==> src/rtl/msg_pkg.sv <==
// Shared message-format definitions for the coherence-message arbiter:
// type codes, the urgent bit and a field extractor for up to 128-bit messages.
package msg_pkg;

    localparam int TYPE_W     = 4;
    localparam int URG_BIT    = 3;
    localparam int MSG_MAX_W  = 128;
    localparam int ID_MAX_W   = 8;
    localparam int ADDR_MAX_W = 64;

    localparam logic [TYPE_W-1:0] T_GETS = 4'h1;
    localparam logic [TYPE_W-1:0] T_GETM = 4'h2;
    localparam logic [TYPE_W-1:0] T_PUTM = 4'h3;
    localparam logic [TYPE_W-1:0] T_DATA = 4'h9;
    localparam logic [TYPE_W-1:0] T_ACK  = 4'hA;

    typedef struct packed {
        logic [TYPE_W-1:0]     mtype;
        logic [ID_MAX_W-1:0]   src;
        logic [ID_MAX_W-1:0]   dst;
        logic [ADDR_MAX_W-1:0] addr;
    } msg_fields_t;

    // Caller zero-extends the message to MSG_MAX_W; layout is type|src|dst|addr, MSB first.
    function automatic msg_fields_t msg_unpack(input logic [MSG_MAX_W-1:0] msg,
                                               input int idw, input int aw);
        msg_fields_t            f;
        logic [MSG_MAX_W-1:0]   m;
        logic [MSG_MAX_W-1:0]   ones;
        ones    = '1;
        m       = msg;
        f.addr  = ADDR_MAX_W'(m & ~(ones << aw));
        m       = m >> aw;
        f.dst   = ID_MAX_W'(m & ~(ones << idw));
        m       = m >> idw;
        f.src   = ID_MAX_W'(m & ~(ones << idw));
        m       = m >> idw;
        f.mtype = TYPE_W'(m);
        return f;
    endfunction

endpackage

==> src/rtl/msg_arb_fifo.sv <==
// Single-source synchronous FIFO; head entry is visible combinationally on rdata.
module msg_arb_fifo #(
    parameter  int DEPTH = 4,
    parameter  int W     = 8,
    localparam int AW    = $clog2(DEPTH),
    localparam int CW    = AW + 1
) (
    input  logic         clk,
    input  logic         rst_n,
    input  logic         push,
    input  logic         pop,
    input  logic [W-1:0] wdata,
    output logic [W-1:0] rdata,
    output logic         full,
    output logic         empty
);

    logic [W-1:0]  mem [DEPTH];
    logic [AW-1:0] wr_ptr;
    logic [AW-1:0] rd_ptr;
    logic [CW-1:0] count;
    logic          do_push;
    logic          do_pop;

    assign full    = (count == CW'(DEPTH));
    assign empty   = (count == '0);
    assign rdata   = mem[rd_ptr];
    // Full blocks push even when a pop frees a slot in the same cycle.
    assign do_push = push && !full;
    assign do_pop  = pop && !empty;

    always_ff @(posedge clk) begin
        if (do_push) mem[wr_ptr] <= wdata;
    end

    always_ff @(posedge clk or negedge rst_n) begin
        if (!rst_n) begin
            wr_ptr <= '0;
            rd_ptr <= '0;
            count  <= '0;
        end else begin
            if (do_push) wr_ptr <= wr_ptr + 1'b1;
            if (do_pop)  rd_ptr <= rd_ptr + 1'b1;
            case ({do_push, do_pop})
                2'b10:   count <= count + 1'b1;
                2'b01:   count <= count - 1'b1;
                default: count <= count;
            endcase
        end
    end

endmodule

==> src/rtl/msg_arb_q.sv <==
// Per-source FIFOs drained round-robin into a registered valid/ready output.
// Define MSG_ARB_URGENT_EN to give heads with type[3]=1 priority over requests.
module msg_arb_q
    import msg_pkg::*;
#(
    parameter  int CACHE_NUM  = 2,
    parameter  int ADDR_WIDTH = 32,
    parameter  int DEPTH      = 4,
    localparam int IDW        = $clog2(CACHE_NUM),
    localparam int MSG_W      = 4 + 2*IDW + ADDR_WIDTH
) (
    input  logic                       clk,
    input  logic                       rst_n,
    input  logic [CACHE_NUM-1:0]       in_valid,
    output logic [CACHE_NUM-1:0]       in_ready,
    input  logic [CACHE_NUM*MSG_W-1:0] in_msg,
    output logic                       out_valid,
    input  logic                       out_ready,
    output logic [MSG_W-1:0]           out_msg,
    output logic [IDW-1:0]             out_src
);

    logic [CACHE_NUM-1:0]            push;
    logic [CACHE_NUM-1:0]            pop;
    logic [CACHE_NUM-1:0]            full;
    logic [CACHE_NUM-1:0]            empty;
    logic [CACHE_NUM-1:0]            req;
    logic [CACHE_NUM-1:0]            sel;
    logic [CACHE_NUM-1:0][MSG_W-1:0] head;
    logic [IDW-1:0]                  last_gnt;
    logic [IDW-1:0]                  win;
    logic [IDW-1:0]                  idx;
    logic                            found;
    logic                            load;
`ifdef MSG_ARB_URGENT_EN
    logic [CACHE_NUM-1:0]            urg;
`endif

    assign in_ready = ~full;
    assign load     = (!out_valid || out_ready) && (|req);

    for (genvar i = 0; i < CACHE_NUM; i++) begin : g_src
        assign push[i] = in_valid[i] && !full[i];
        assign pop[i]  = load && (win == IDW'(i));
        assign req[i]  = !empty[i];
`ifdef MSG_ARB_URGENT_EN
        assign urg[i]  = req[i] &&
            msg_unpack(MSG_MAX_W'(head[i]), IDW, ADDR_WIDTH).mtype[URG_BIT];
`endif
        msg_arb_fifo #(.DEPTH(DEPTH), .W(MSG_W)) u_fifo (
            .clk   (clk),
            .rst_n (rst_n),
            .push  (push[i]),
            .pop   (pop[i]),
            .wdata (in_msg[i*MSG_W +: MSG_W]),
            .rdata (head[i]),
            .full  (full[i]),
            .empty (empty[i])
        );
    end

    // One shared pointer serves both priority levels.
    always_comb begin
        sel = req;
`ifdef MSG_ARB_URGENT_EN
        if (|urg) sel = urg;
`endif
        win   = last_gnt;
        idx   = '0;
        found = 1'b0;
        for (int k = 1; k <= CACHE_NUM; k++) begin
            idx = IDW'((int'(last_gnt) + k) % CACHE_NUM);
            if (!found && sel[idx]) begin
                win   = idx;
                found = 1'b1;
            end
        end
    end

    always_ff @(posedge clk or negedge rst_n) begin
        if (!rst_n) begin
            out_valid <= 1'b0;
            out_msg   <= '0;
            out_src   <= '0;
            last_gnt  <= IDW'(CACHE_NUM - 1);
        end else if (load) begin
            out_valid <= 1'b1;
            out_msg   <= head[win];
            out_src   <= win;
            last_gnt  <= win;
        end else if (out_ready) begin
            out_valid <= 1'b0;
        end
    end

endmodule

==> config.mk <==
export PLATFORM = sky130hd
export DESIGN_NAME = msg_arb_q
export DESIGN_NICKNAME = d
export VERILOG_FILES = /design/src/rtl/msg_pkg.sv /design/src/rtl/msg_arb_fifo.sv /design/src/rtl/msg_arb_q.sv
export SDC_FILE = /design/constraint.sdc
export NUM_CORES = 1
export LEC_CHECK = 0
export CORE_MARGIN = 1
export CORE_UTILIZATION = 62
export DETAILED_ROUTE_END_ITERATION = 10
export PLACE_DENSITY = 0.88
export SETUP_SLACK_MARGIN = 0.5
export SYNTH_ARGS = -nofsm -noshare
export SYNTH_HDL_FRONTEND = slang
export SYNTH_HIERARCHICAL = 1
export SYNTH_SLANG_ARGS = --single-unit
==> constraint.sdc <==
create_clock -name clk -period 7.79 [get_ports clk]
set_clock_uncertainty 0.2 [all_clocks]
set_input_delay 1.558 -clock clk [delete_from_list [all_inputs] [get_ports clk]]
set_output_delay 1.558 -clock clk [all_outputs]
set_load 0.02 [all_outputs]
==> impl_metrics.yaml, run 1 <==
outcome:
  outcome: "completed"
critical_path:
  worstPathCellList: "clkdlybuf4s50_1 -> nor2b_2 -> nor3_4 -> buf_4 -> o31a_1 -> ha_1 -> inv_1 -> fa_1 -> xor2_1 -> nor2_1 -> xor2_1"
  slowest_delay_ns: 0.49
  crit_arrival_ns: 4.33
  crit_type: "input pin to flop"
  start_kind: "input pin"
  required_ns: 8.03
  worst_r2r_path_depth: 11
  crit_path_frequent_cell: "xor2_1"
  critPathCaptureType: "flop"
  reg2reg_slack_ns: 3.86
  reg2reg_to: "g_src[0].u_fifo/count[2]"
  cp_max_fo: 41
  crit_path_top_delay_cell: "buf_4"
  r2r-start: "g_src[1].u_fifo/count[0]"
drt:
  drt-initial-drc-count: 722
  first_pass_iters: 5
  drc: 0
  drtAntennaViolNets: 0
  vias: 6870
  routedWlPerCell_um: 27.8
  avgViaCountPerCell: 6.49
  totalWireLength_um: 29400
yosys:
  synth-main-ff-cell: "edfxtp_1"
  synth-edff-count: 304
  ys_types: 31
  synth.avg_cell_area_um2: 22.2
  yosys_warnings: 6
  ys_seq_area_share_pct: 76.1
  syn_inst: 621
  syn_nets: 714
  async_reset_ff_share_pct: 15.3
  syn_area_um2: 13800
  ys_ff_latch: 359
timing:
  fmax_mhz: 245
  fin_crit_sh_pct: 52.4
  fin_crit_ns: 4.09
  setup_ws_ns: 3.70
  rsz0062_at_grt: "false"
  drv_slew: 0
  slew-limit-headroom_pct: 21.8
  finalSetupViolCount: 0
  whs_ns: 0.301
  hold_viol_final: 0
  tns_ns: 0
  worstMarginPinSlew_ns: 1.17
global_route:
  antenna_found_initial: 0
  overflow: 0
  grt.total_usage_pct: 27.1
  grt_max_degree: 56
  grt_first_pass_wirelength_um: 43500
  grt_pass1_vias: 7268
hold_path:
  hp-start: "out_src"
  hp-class: "flop to flop"
  holdPathStages: 2
  holdPathEnd: "out_src"
run:
  cap_violations: 0
power:
  irDropWorstVdd_v: 0.000257
  leakage_nw: 5.50
  power_density_nw_per_um2: 396
  power_mw: 6.46
clock_tree:
  htreeDepth: 2
  numCtsBuffers: 36
  cts_tree: "built"
  cts_setup_buffers: 0
  cts_sinks: 359
  root_buffer: "clkbuf_16"
  clock_latency_ns: 0.53
  clockBufferDepth: 3
  clk_pin_slew_ns: 0.06
  ctsResizeCount: 0
  hold_buffers: 0
place:
  dp_hpwl_um: 15600
  dpl.cell_count: 992
  pre_cts_slack_ns: 3.21
  placed_cell_area_um2: 15100
  port_buffers: 122
  globalplace.congestion: 0.747
cells_and_area:
  layoutNonFillerInstCount: 1059
  fin_util_pct: 74.7
  area_growth_pct: 18.1
  nets: 843
  finalInstanceArea_um2: 16300
  drive_above_1_share_pct: 19.8
floorplanning:
  rows: 54
  die_h_um: 151
  design.core.area_um2: 21800
  start_util_pct: 63.2
  die_w_um: 151
  ios: 123
  die_area_um2: 22900
[report_power, final]
| part | leakage [nW] | internal (mW) | total (mW) | switching (mW) |
|---|---|---|---|---|
| registers | 3.43 | 2.61 | 3.03 | 0.419 |
| logic | 1.48 | 0.889 | 1.70 | 0.808 |
| clock network | 0.581 | 1.04 | 1.73 | 0.695 |
| total | 5.50 | 4.54 | 6.46 | 1.92 |
[kinds of logic after synthesis]
group,share of synthesized area (%)
compound gates,5.02
xor+xnor,0.762
fa+ha+maj,1.20
buf+inv,2.74
flops,76.1
mux,12.8
simple gates,1.39
[synth_stat cells (3+ instances only)]
cell type	n	area share (%)
a221o_1	38	2.8
nor2b_1	3	0.14
buf_4	6	0.33
dfrtp_1	54	9.8
nor2b_2	3	0.19
buf_6	4	0.33
edfxtp_1	304	66
xor2_1	6	0.38
clkbuf_1	4	0.11
nor2_1	5	0.14
ha_1	10	0.91
nand2_1	3	0.082
a21boi_0	37	2.0
mux4_2	76	12
buf_12	8	1.2
inv_1	14	0.38
and2_1	8	0.36
xnor2_1	6	0.38
buf_2	12	0.44
[critical path, delay by kind of cell]
kind	cells	cell delay (ns)
compound gates	1	0.31
xor+xnor	2	0.35
buf+inv	3	1.06
simple gates	3	0.43
fa+ha+maj	2	0.62
[final cells by class]
| type | instances | area [µm²] |
|---|---|---|
| fill | 1179 | 5530 |
| inverter | 14 | 52.6 |
| timing repair buffer | 125 | 1240 |
| sequential | 359 | 10500 |
| multi-input combinational | 214 | 2940 |
| antenna | 1 | 2.50 |
| tap | 280 | 350 |
| clock inverter | 17 | 188 |
| clock buffer | 49 | 1000 |
[how the worst max path moves through the flow]
stage | endpoint | from | slack [ns]
after floorplan | g_src[0].u_fifo/count[2] | out_ready | 4.30
after global placement | g_src[0].u_fifo/count[2] | out_ready | 3.49
after detailed placement | g_src[0].u_fifo/count[2] | out_ready | 3.21
after CTS | g_src[0].u_fifo/count[2] | out_ready | 3.73
after global routing | g_src[0].u_fifo/count[2] | out_ready | 3.61
final | g_src[0].u_fifo/count[2] | out_ready | 3.70
[flip-flops by register name, indices dropped and copies added, names as in the netlist]
signal and cells:
last_gnt 1, out_src 1, g_src.u_fifo/count 6, out_msg 38
g_src.u_fifo/mem 304, out_valid 1, g_src.u_fifo/wr_ptr 4, g_src.u_fifo/rd_ptr 4
[placed cells by master, fill, tap and decap left out, types with 6 or more instances in the layout]
cell and instances:
mux4_2 76, edfxtp_1 304, and2_2 8, clkbuf_16 37, clkbuf_1 9, a221o_1 38, dfrtp_1 50, ha_1 10
xnor2_1 6, inv_1 14, clkdlybuf4s50_1 121, a21boi_0 37, xor2_1 6, clkinv_1 7
[metal layers]
layer	wire length (µm)	GRT usage [%]
met5	0	0
met4	804	9.30
met3	2070	4.01
met2	15400	46.6
met1	11100	35.9
Power figures use the tool's default switching activity.
==> run 2: changes to the inputs <==
CORE_UTILIZATION = 57   (was 62)
PLACE_DENSITY = 0.82   (was 0.88)
clock period = 4.08 ns   (was 7.79 ns; I/O delays follow)
==> run 2 against run 1 <==
Core utilization fell by 4.9 points. Largest cell class unchanged. Power rose by 92%. Design area rose by 1.2%. Final cell count rose by 4.8%. Clock power rose by 90%. Global-route usage fell by 2.1 points. Largest power group unchanged. Wire length barely moved. Sequential share of layout area fell by 0.74 points. Die area rose by 8.7%. First-iteration DRC count fell by 9.6%.
==> impl_metrics.yaml, run 2 (synthesis gave the netlist of run 1 again) <==
outcome:
  outcome: "completed"
clock_tree:
  clockBufferDepth: 3
  hold_buffers: 0
  clk_pin_slew_ns: 0.06
  cts_setup_buffers: 0
  root_buffer: "clkbuf_16"
  ctsResizeCount: 0
  cts_sinks: 359
  htreeDepth: 2
  cts_tree: "built"
  numCtsBuffers: 36
  clock_latency_ns: 0.52
global_route:
  grt_pass1_vias: 7327
  grt_first_pass_wirelength_um: 44400
  overflow: 0
  grt_max_degree: 56
  grt.total_usage_pct: 25.0
  antenna_found_initial: 2
drt:
  first_pass_iters: 5
  routedWlPerCell_um: 26.5
  avgViaCountPerCell: 6.16
  drtAntennaViolNets: 0
  vias: 6838
  totalWireLength_um: 29400
  drt-initial-drc-count: 653
  drc: 0
cells_and_area:
  ff_latch_area_um2: 10500
  multi_input_area_um2: 2940
  largest_reg_flops: 304
  drive_above_1_share_pct: 21.7
  layout_common_cells: "304 x edfxtp_1, 121 x clkdlybuf4s50_1, 76 x mux4_2"
  final_common_cell: "edfxtp_1"
  nets: 854
  regMostFlops: "g_src.u_fifo/mem"
  largest_registers: "g_src.u_fifo/mem x304, out_msg x38, g_src.u_fifo/count x6"
  area_growth_pct: 19.4
  final.fill_count: 1416
  layoutNonFillerInstCount: 1110
critical_path:
  crit_arrival_ns: 3.34
  crit_type: "flop to flop"
  crit_path_top_delay_cell: "nor3_1"
  cp_top_family: "simple AND/OR/NAND/NOR gates"
  cp.depth: 10
  cp_max_fo: 5
  worstPathCellList: "nor3_1 -> nor2_1 -> nor3_4 -> o31a_1 -> ha_1 -> inv_1 -> fa_1 -> xor2_1 -> nor2_1 -> xor2_1"
  worst_r2r_path_depth: 10
  slowest_delay_ns: 0.73
  timing.critical_path.buf_inv: 1
  start_kind: "flop"
  required_ns: 4.31
  critPathCaptureType: "flop"
floorplanning:
  start_util_pct: 58.4
  die_h_um: 158
  design.core.area_um2: 23600
  rows: 56
  die_area_um2: 24800
  ios: 123
  die_w_um: 158
timing:
  whs_ns: 0.180
  tns_ns: 0
  setup_ws_ns: 0.966
  rsz0062_at_grt: "false"
  fmax_mhz: 321
  worstMarginPinSlew_ns: 1.07
  drv_slew: 0
  slew-limit-headroom_pct: 28.4
  fin_crit_sh_pct: 76.3
  hold_viol_final: 0
  fin_crit_ns: 3.11
  finalSetupViolCount: 0
place:
  pre_cts_slack_ns: 0.830
  dpl.cell_count: 1042
  dp_hpwl_um: 16900
  port_buffers: 122
  globalplace.congestion: 0.747
power:
  power_density_nw_per_um2: 751
  irDropWorstVdd_v: 0.000402
  leakage_nw: 5.57
hold_path:
  hp-class: "input pin to asynchronous set/reset pin"
run:
  cap_violations: 0
==> run 2: power by group <==
part	switching (mW)	internal (mW)	total (mW)
Sequential	0.758	4.96	5.72
Clock	1.36	1.94	3.29
Combinational	1.58	1.77	3.35
==> run 2: metrics by stage <==
step	power, mW	utilization (%)	cell area [µm²]
CTS	12.4	69.8	16500
floorplan	7.95	-	13800
detailed placement	9.10	64.7	15300
global route	12.8	69.8	16500
global placement	8.94	64.7	15300
finish	12.4	69.8	16500
==> run 2: final timing paths <==
kind / from / end / slack (ns)
max in group asynchronous: rst_n / g_src[1].u_fifo/rd_ptr[0] / 2.83
min reg2reg: out_src / out_src / 0.33
max reg2reg: g_src[1].u_fifo/count[0] / g_src[0].u_fifo/count[2] / 0.97
max: g_src[1].u_fifo/count[0] / g_src[0].u_fifo/count[2] / 0.97
min in group clk: out_src / out_src / 0.33
min: rst_n / out_msg[6] / 0.18
==> run 2: cell type report <==
| type | instances | share of cell area, % |
|---|---|---|
| repair buffers | 136 | 8.34 |
| clock buffers | 53 | 6.41 |
| multi-input cells | 214 | 17.9 |
| diodes | 2 | 0.0304 |
| inverters | 14 | 0.319 |
| clock inverters | 13 | 0.812 |
| flip-flops and latches | 359 | 63.8 |
| well taps | 319 | 2.42 |
==> run 2: routing by layer <==
| metal | routed length [µm] | GRT usage, % | part of all wire, % | up-vias |
|---|---|---|---|---|
| li1 | - | - | - | 2852 |
| met1 | 11400 | 33.5 | 39 | 3563 |
| met2 | 14700 | 40.9 | 50 | 356 |
| met3 | 2390 | 5.17 | 8.1 | 67 |
| met4 | 924 | 9.66 | 3.1 | 0 |
| met5 | 0 | 0 | 0 | - |
==> run 3: changes to the inputs <==
clock period = 2.9 ns   (was 4.08 ns; I/O delays follow)
==> run 3 against run 2 <==
Power increased by 44%. Clock power rose by 35%. Die area unchanged. Wire length grew 2.7%. Setup slack lost 0.62 ns. Via count rose by 2.6%. First-iteration DRC count shrank 9.5%. Global-route usage rose by 0.059 points. Critical path depth rose by 1. Critical path type unchanged. Critical endpoint unchanged. Largest power group unchanged.
==> impl_metrics.yaml, run 3 (synthesis gave the netlist of run 1 again) <==
cells_and_area:
  layout_common_cells: "304 x edfxtp_1, 117 x clkdlybuf4s50_1, 76 x mux4_2"
  largest_reg_flops: 304
  final_common_cell: "edfxtp_1"
  final.fill_count: 1357
  layoutNonFillerInstCount: 1143
  multi_input_area_um2: 3000
  drive_above_1_share_pct: 26.1
  nets: 890
  largest_registers: "g_src.u_fifo/mem x304, out_msg x38, g_src.u_fifo/count x6"
  regMostFlops: "g_src.u_fifo/mem"
  area_growth_pct: 22.1
  ff_latch_area_um2: 10500
power:
  irDropWorstVdd_v: 0.000623
  power_density_nw_per_um2: 1060
  power_mw: 17.8
  leakage_nw: 5.77
floorplanning:
  die_h_um: 158
  die_w_um: 158
  rows: 56
  die_area_um2: 24800
  design.core.area_um2: 23600
  start_util_pct: 58.4
  ios: 123
drt:
  first_pass_iters: 7
  drc: 0
  avgViaCountPerCell: 6.14
  routedWlPerCell_um: 26.4
  drt-initial-drc-count: 591
  totalWireLength_um: 30200
  drtAntennaViolNets: 0
  vias: 7014
global_route:
  grt_pass1_vias: 7444
  grt_max_degree: 41
  antenna_found_initial: 0
  grt.total_usage_pct: 25.1
  grt_first_pass_wirelength_um: 44200
  overflow: 0
timing:
  hold_viol_final: 0
  fin_crit_sh_pct: 88.1
  fmax_mhz: 391
  tns_ns: 0
  whs_ns: 0.301
  slew-limit-headroom_pct: 40.0
  fin_crit_ns: 2.55
  rsz0062_at_grt: "true"
  finalSetupViolCount: 0
  drv_slew: 0
  worstMarginPinSlew_ns: 0.897
  setup_ws_ns: 0.345
clock_tree:
  clock_latency_ns: 0.51
  htreeDepth: 2
  root_buffer: "clkbuf_16"
  numCtsBuffers: 37
  clockBufferDepth: 3
  cts_tree: "built"
  clk_pin_slew_ns: 0.06
  cts_sinks: 359
outcome:
  outcome: "completed"
critical_path:
  slowest_delay_ns: 0.47
  start_kind: "flop"
  crit_type: "flop to flop"
  cp_max_fo: 7
  cp_top_family: "simple AND/OR/NAND/NOR gates"
  timing.critical_path.buf_inv: 3
  reg2reg_slack_ns: 0.35
  crit_path_top_delay_cell: "dfrtp_2"
  worstPathCellList: "nor3b_4 -> buf_4 -> nor2b_1 -> nor2b_4 -> inv_2 -> ha_2 -> inv_2 -> fa_2 -> xor2_1 -> nor2_1 -> xor2_1"
  critPathCaptureType: "flop"
  worst_r2r_path_depth: 11
  crit_arrival_ns: 2.76
  cp.depth: 11
  required_ns: 3.10
place:
  globalplace.congestion: 0.777
  port_buffers: 122
  dpl.cell_count: 1058
  pre_cts_slack_ns: -0.0561
  dp_hpwl_um: 17400
run:
  cap_violations: 0
hold_path:
  hp-class: "flop to flop"
  holdPathStages: 2
[run 3: cell count changes in the layout (fill, tap and decap cells not counted), sizes merged]
cell / delta
dlymetal6s2s: +2
clkinv: +6
clkinvlp: -2
dlygate4sd3: +1
buf: +34
inv: -3
clkdlybuf4s50: -4
diode: -1
[run 3: stage by stage]
stage | instance area, µm² | utilization (%)
final | 16800 | 71.4
after global routing | 16800 | 71.3
after CTS | 16800 | 71.0
after detailed placement | 15500 | 65.7
after global placement | 15500 | 65.7
after floorplan | 13800 | -
[run 3: final timing paths]
| check | end | start |
|---|---|---|
| min reg2reg | out_src | out_src |
| min in group asynchronous | g_src[1].u_fifo/wr_ptr[1] | rst_n |
| min | out_src | out_src |
| max | g_src[0].u_fifo/count[2] | g_src[0].u_fifo/count[0] |
| max in group asynchronous | out_msg[19] | rst_n |
| max reg2reg | g_src[0].u_fifo/count[2] | g_src[0].u_fifo/count[0] |
[run 3: area by class of cell]
type | count | share of cell area [%]
Inverter | 14 | 0.312
Clock inverter | 14 | 0.683
Timing Repair Buffer | 171 | 10.3
Sequential cell | 359 | 62.5
Tap cell | 319 | 2.37
Clock buffer | 51 | 6.04
Antenna cell | 1 | 0.0149
Multi-Input combinational cell | 214 | 17.8
[run 3: worst min-delay path: cells and delay by family, from the launching register on]
kind               cells  cell delay (ns)
DFF                    1             0.34
and+or+nand+nor        1             0.07
AOI/OAI and AO/OA      1             0.04
[run 3: report_power, final]
group,internal [mW],switching (mW),total [mW]
sequential,7.00,0.754,7.75
clock,2.62,1.82,4.44
combinational,2.85,2.77,5.62
[run 3: routing by layer]
| metal | track usage (%) | part of all wire (%) |
|---|---|---|
| met4 | 7.30 | 2.2 |
| met1 | 33.2 | 38 |
| met2 | 42.8 | 52 |
| met3 | 4.79 | 8.1 |
| met5 | 0 | 0 |
[run 3: repair_timing]
action,CTS,global route
gates resized for setup,9,13
pin swaps,6,7
endpoints found under the hold margin,17,0
hold buffers,1,0
buffers inserted,12,6
endpoints found under the setup margin,6,7
